==> config.mk <==
export PLATFORM = sky130hd
export DESIGN_NAME = fetch_unit
export DESIGN_NICKNAME = d
export VERILOG_FILES = /design/src/rtl/fetch_unit.sv
export SDC_FILE = /design/constraint.sdc
export NUM_CORES = 1
export LEC_CHECK = 0
export CAP_MARGIN = 20
export CORE_MARGIN = 5
export CORE_UTILIZATION = 48
export CTS_CLUSTER_DIAMETER = 40
export DETAILED_ROUTE_END_ITERATION = 10
export GPL_TIMING_DRIVEN = 0
export PLACE_DENSITY_LB_ADDON = 0.3
export RECOVER_POWER = 50
export SYNTH_ARGS = -nofsm -noshare
export SYNTH_HDL_FRONTEND = slang
export SYNTH_SLANG_ARGS = --single-unit
export TNS_END_PERCENT = 1
==> constraint.sdc <==
create_clock -name clk -period 6.3 [get_ports clk]
set_clock_uncertainty 0.2 [all_clocks]
set_input_delay 1.26 -clock clk [delete_from_list [all_inputs] [get_ports clk]]
set_output_delay 1.26 -clock clk [all_outputs]
set_load 0.02 [all_outputs]
==> src/rtl/fetch_unit.sv <==
// Instruction fetch unit: holds the PC, issues one instruction-memory read at a
// time, holds the returned word for decode and steers the next PC on retirement.
module fetch_unit #(
  parameter logic [31:0] RESET_PC  = 32'h0000_0000,
  parameter logic [31:0] NOP_INSTR = 32'h0000_0013
) (
  input  logic        clk,
  input  logic        rst,
  input  logic [1:0]  pc_src,
  input  logic [31:0] alu_out,
  input  logic [31:0] imm,
  input  logic        hlt,
  input  logic        advance,
  output logic        imem_req,
  output logic [31:0] imem_addr,
  input  logic        imem_ack,
  input  logic [31:0] imem_rdata,
  output logic [31:0] instr,
  output logic        instr_valid,
  output logic [31:0] pc,
  output logic [31:0] pc_plus4,
  output logic        halted,
  output logic        misalign_err
);

  localparam int unsigned XLEN = 32;

  typedef enum logic [2:0] {
    IDLE  = 3'd0,
    FETCH = 3'd1,
    HOLD  = 3'd2,
    HALT  = 3'd3,
    ERR   = 3'd4
  } state_t;

  state_t            state, state_d;
  logic [XLEN-1:0]   pc_d, instr_d, next_pc;
  logic              req_d, valid_d, halted_d, err_d;

  assign imem_addr = pc;
  assign pc_plus4  = pc + XLEN'(4);

  // Next-PC candidate; JALR target has bit 0 cleared.
  always_comb begin
    next_pc = pc_plus4;
    unique case (pc_src)
      2'b01:   next_pc = alu_out & ~XLEN'(1);
      2'b10:   next_pc = pc + imm;
      default: next_pc = pc_plus4;
    endcase
  end

  // State register and all registered outputs.
  always_ff @(posedge clk or posedge rst) begin
    if (rst) begin
      state        <= IDLE;
      pc           <= RESET_PC;
      instr        <= NOP_INSTR;
      instr_valid  <= 1'b0;
      imem_req     <= 1'b0;
      halted       <= 1'b0;
      misalign_err <= 1'b0;
    end else begin
      state        <= state_d;
      pc           <= pc_d;
      instr        <= instr_d;
      instr_valid  <= valid_d;
      imem_req     <= req_d;
      halted       <= halted_d;
      misalign_err <= err_d;
    end
  end

  // Next-state and next-output logic.
  always_comb begin
    state_d  = state;
    pc_d     = pc;
    instr_d  = instr;
    valid_d  = instr_valid;
    req_d    = imem_req;
    halted_d = halted;
    err_d    = misalign_err;
    unique case (state)
      IDLE: begin
        state_d = FETCH;
        req_d   = 1'b1;
      end
      FETCH: begin
        if (imem_ack) begin
          instr_d = imem_rdata;
          valid_d = 1'b1;
          req_d   = 1'b0;
          state_d = HOLD;
        end
      end
      HOLD: begin
        if (advance) begin
          valid_d = 1'b0;
          instr_d = NOP_INSTR;
          if (hlt) begin
            halted_d = 1'b1;
            state_d  = HALT;
          end else if (next_pc[1:0] == 2'b00) begin
            pc_d    = next_pc;
            req_d   = 1'b1;
            state_d = FETCH;
          end else begin
            err_d   = 1'b1;
            state_d = ERR;
          end
        end
      end
      HALT, ERR: begin
        req_d   = 1'b0;
        valid_d = 1'b0;
      end
      default: begin
        state_d = IDLE;
        req_d   = 1'b0;
        valid_d = 1'b0;
      end
    endcase
  end

endmodule

# == Word level (Yosys, flattened, before mapping) ==
# Index checks and enable logic that the tools add are counted.
# totals
register_bits,71
inputBits,103
output_inout_bits,132
word_cells,51
# classes
n_addsub,2
n_eq_ne,10
mux,17
bitwise,4
reduce_logical,11
# op_table
cell,count
case mux 32 bit (2 select lines),2
2-to-1 mux 32 bit,2
"adder 32 x 3 -> 32 bit, second input constant",1
adder 32 bit,1
2-to-1 mux 3 bit,4
case mux 3 bit (4 select lines),1
AND reduction 3 bit,4
AND reduction 4 bit,3
"inequality test 2 bit, second input constant",4
"== test 3 x 2 -> 1 bit, second input constant",2
2-to-1 mux 1 bit,6
case mux 1 bit (3 select lines),2
inverter 1 bit,4
"== test 3 x 1 -> 1 bit, second input constant",1
"== test 3 bit, second input constant",1
zero test 3 bit,1
"== test 2 x 1 -> 1 bit, second input constant",1
"== test 2 bit, second input constant",1
zero test 2 bit,1
nonzero test 2 bit,1
OR reduction 2 bit,1

# == Longest topological paths before layout ==
# depth
word_depth,7
mapped_depth,13
mapped_depth_nobuf,12

# == Worst setup path before layout ==
# OpenSTA, ideal clock, no wires.
# synth_path
kind,reg-to-output
from,"reg pc[2], in the netlist imem_addr[2]"
to,out pc_plus4[24]
t_arrival_ns,2.135
required_time_ns,4.840
slack_ns,2.705
stages_incl_launch_ff,7
path_buffers,0
cell_sequence,dfrtp_1 > ha_1 > nand3_2 > nor4_4 > and3_1 > and3_1 > xor2_1
# synth_via
elab_chain_cells,1
# synth_rtl
item,line_no,rtl
from (decl),20,"output logic [31:0] pc,"
from (signal assigned),65,pc <= pc_d;
adder 32 x 3 -> 32 bit,41,assign pc_plus4 = pc + XLEN'(4);
to (decl),21,"output logic [31:0] pc_plus4,"
# Every way passes these cells.

# == Worst setup path in the final report ==
# Same ends and word-level chain as after synthesis.

==> summary.txt <==
Synthesis
  – Syn Area/Cell: 8.23 um2
  – Main synth FF type: dfrtp_1
  – Yosys cell types: 72
  – Syn Inst Count: 707
  – Syn_nets: 845
  – Post-synth top area share: 29.3%
  – Most area-hungry cell type in the Yosys netlist: dfrtp_1
  – Yosys warns: 0
  – Ys async rst share: 100%
  – Synth area leaders: dfrtp_1 (29%), nand2_1 (7.4%), ha_1 (7.3%), xnor2_1 (5.0%), buf_4 (4.4%)
  – Number of flops mapped to enable cells by yosys: 0
  – Sequential fraction of the synthesis area: 30.6%
  – Post-Syn Area: 5820 um2
  – Synth Register Bits: 71

Final layout
  – Area growth, synth to finish: 49.4%
  – Layout cells sized above 1: 9.40%
  – Final Non-Filler Cells: 1,104
  – Nets: 1,090
  – Most frequent cells in the layout: clkdlybuf4s50_1 (168), nand2_1 (115), dfrtp_1 (68)
  – Antenna diode count: 0
  – Most common cell after layout, fill and taps aside: clkdlybuf4s50_1
  – Fin area: 8690 um2

Timing
  – Setup Total Neg Slack: 0 ps
  – Post-layout min period: 4780 ps
  – Actual slew at the worst max-slew pin: 761 ps
  – Pins Over Slew Limit: 0
  – Hold Fails Final Rpt: 0
  – Hold Worst Slack: 256 ps
  – Final period util: 75.8%
  – Setup Viol. Count Final: 0
  – RSZ-0062 raised after global routing: no
  – Fmax: 209 MHz
  – Final worst slack: 1520 ps
  – Worst relative slew slack: 48.6%

Setup path
  – Critical path's slowest cell: clkdlybuf4s50_1
  – Startpoint types: flop
  – Path type of the worst setup path: reg -> out
  – Critical Path End Type: output port
  – WP data arrival: 3320 ps
  – R2R setup slack: 3070 ps
  – Worst path max stage delay: 670 ps
  – R2R Path End: imem_addr[21]
  – Reg-to-reg critical path startpoint: imem_addr[0]
  – Critical path peak fanout: 8
  – CP startpoint: imem_addr[2]
  – Critical Path RT: 4840 ps
  – Critical path cell sequence: ha_1 > nand3_2 > nor4_4 > and3_1 > and3_1 > xor2_1 > clkdlybuf4s50_1
  – Critical Path Most Common Cell: and3_1
  – Worst Reg2Reg Path Length in Cells: 11

Die
  – Cell Rows: 40
  – Core ar.: 12,000 um2
  – Chip Height: 120 um
  – I/O pins: 235
  – Starting density of the core: 48.6%
  – Die W: 120 um
  – Die Footprint: 14,400 um2

GRT
  – First-pass GRT wire length: 33,000 um
  – Largest net degree at the start of global routing: 62
  – Initial antenna violation count: 0
  – Tot GR Track Use: 28.6%
  – Gr ovfl total: 0
  – Vias in the first global route: 6,200

Pwr
  – Clk pwr share: 16.7%
  – Reg power frac: 23.6%
  – Worst VDD drop: 0.000194 V
  – Psw: 1.52 mW
  – Leak: 3.94 nW
  – P_int: 1.90 mW
  – Sw Share: 44.4%
  – Gate power share: 59.7%
  – Power Density: 393 nW/um2

Place
  – DP Area: 8360 um2
  – Post-DP HPWL: 16,200 um
  – Cells after DPL: 1,088
  – RePlAce Congestion: 0.950
  – Worst slack, placed: 1820 ps
  – Number of I/O port buffers: 233

Clock network
  – CTS root buf: clkbuf_16
  – CTS tree: yes
  – Later-pin clock latency in the skew report: 340 ps
  – Num CTS Buffers: 9
  – Clock buffer depth: 2
  – Clock transition at the registers of the reported paths: 60 ps
  – Setup bufs post-CTS: 0
  – H-tree levels: 3
  – Clock tree sinks: 71
  – Post-cts sizing count: 0
  – Cts hold-fix bufs: 0

Run status
  – Status: finished, final reports clean

Hold path
  – Hold Crit Depth: 1
  – Hold Crit Class: reg -> reg
  – Worst Hold Endpoint: halted
  – Hold path startpoint: halted

Routing
  – DRT antenna net count: 0
  – Via-per-instance ratio: 5.76
  – Vias after detailed routing: 6,361
  – Drt wl/cell: 19.0 um
  – DRC violations left: 0
  – Number of DRC violations after detailed-routing iteration 0: 634
  – Routed wire length: 21,000 um
  – Pre-antenna DRT Iters: 5

Flow run
  – Max-cap violation count: 0
## flip-flops by register name, summed over array words and instances, names as in the netlist
name,flops
halted,1
imem_req,1
state,3
instr,32
imem_addr,32
instr_valid,1
misalign_err,1
## power groups by stage
stage	clock [mW]	sequential, mW	combinational, mW
after global routing	0.591	0.834	2.18
final	0.570	0.807	2.04
after global placement	0	0.809	2.04
after detailed placement	0	0.814	2.07
after floorplan	0	0.951	1.05
after CTS	0.573	0.809	2.08
## worst max-delay path, delay by kind of cell (launching register included)
| kind | cells | cell delay, ps |
|---|---|---|
| adder cells (fa/ha/maj) | 1 | 260 |
| XOR/XNOR | 1 | 250 |
| buffers and inverters | 1 | 670 |
| flip-flops | 1 | 530 |
| AND/OR/NAND/NOR | 4 | 1280 |
## metrics by stage
step / power [mW] / util [%]
final: 3.42 / 72.6
after global routing: 3.61 / 72.6
after CTS: 3.46 / 72.6
after detailed placement: 2.88 / 69.9
after global placement: 2.85 / 69.7
after floorplan: 2.00 / -
## cell usage after synthesis, drive strengths merged, types with 3 or more instances
| master | n |
|---|---|
| a211oi | 8 |
| a21o | 17 |
| a21oi | 48 |
| a221oi | 17 |
| a22o | 3 |
| a31o | 3 |
| a31oi | 10 |
| a32oi | 3 |
| and3 | 12 |
| and4 | 3 |
| buf | 46 |
| clkbuf | 24 |
| dfrtp | 68 |
| dfstp | 3 |
| ha | 34 |
| inv | 18 |
| mux2i | 3 |
| nand2 | 115 |
| nand2b | 8 |
| nand3 | 46 |
| nand4 | 8 |
| nor2 | 41 |
| nor2b | 5 |
| nor3 | 7 |
| nor4 | 4 |
| o2111ai | 3 |
| o211ai | 3 |
| o21a | 8 |
| o21ai | 34 |
| o21bai | 5 |
| o22a | 5 |
| o22ai | 4 |
| o31ai | 10 |
| or3 | 4 |
| xnor2 | 34 |
| xor2 | 19 |
## metal layers
metal	track usage [%]	up-vias	share of wire, %
met2	47.9	297	47
met1	37.1	3006	43
met4	10.0	0	2.6
met3	5.04	37	7.2
li1	-	3021	-
met5	0	-	0
## logic make-up (layout without fill, tap and decap cells)
| family | Yosys count | in the layout | synth area share (%) |
|---|---|---|---|
| muxes | 5 | 5 | 0.904 |
| and+or+nand+nor | 259 | 259 | 21.3 |
| DFF | 71 | 71 | 30.6 |
| buffers and inverters | 88 | 338 | 8.18 |
| xor gates and xnor gates | 53 | 53 | 8.24 |
| adders and majority gates | 35 | 35 | 7.66 |
| AOI/OAI and AO/OA | 196 | 196 | 23.1 |
## cell type report
class | instances | area, um2
Multi-Input combinational cell | 548 | 3560
Fill cell | 930 | 3270
Inverter | 18 | 68.8
Sequential cell | 71 | 1780
Clock buffer | 9 | 225
Tap cell | 147 | 184
Clock inverter | 7 | 103
Timing Repair Buffer | 234 | 2360
Buffer | 70 | 408
## worst max-delay path by stage
stage                    end  cells past startpoint  slack, ps
2_1_floorplan   pc_plus4[24]                      6       2710
3_3_place_gp   imem_addr[31]                      2       1700
3_5_place_dp   imem_addr[23]                     12       1820
4_1_cts         pc_plus4[24]                      7       1580
5_1_grt         pc_plus4[30]                      7       1460
6_report        pc_plus4[24]                      7       1520
Note: power is estimated with default switching activity, not from simulation.
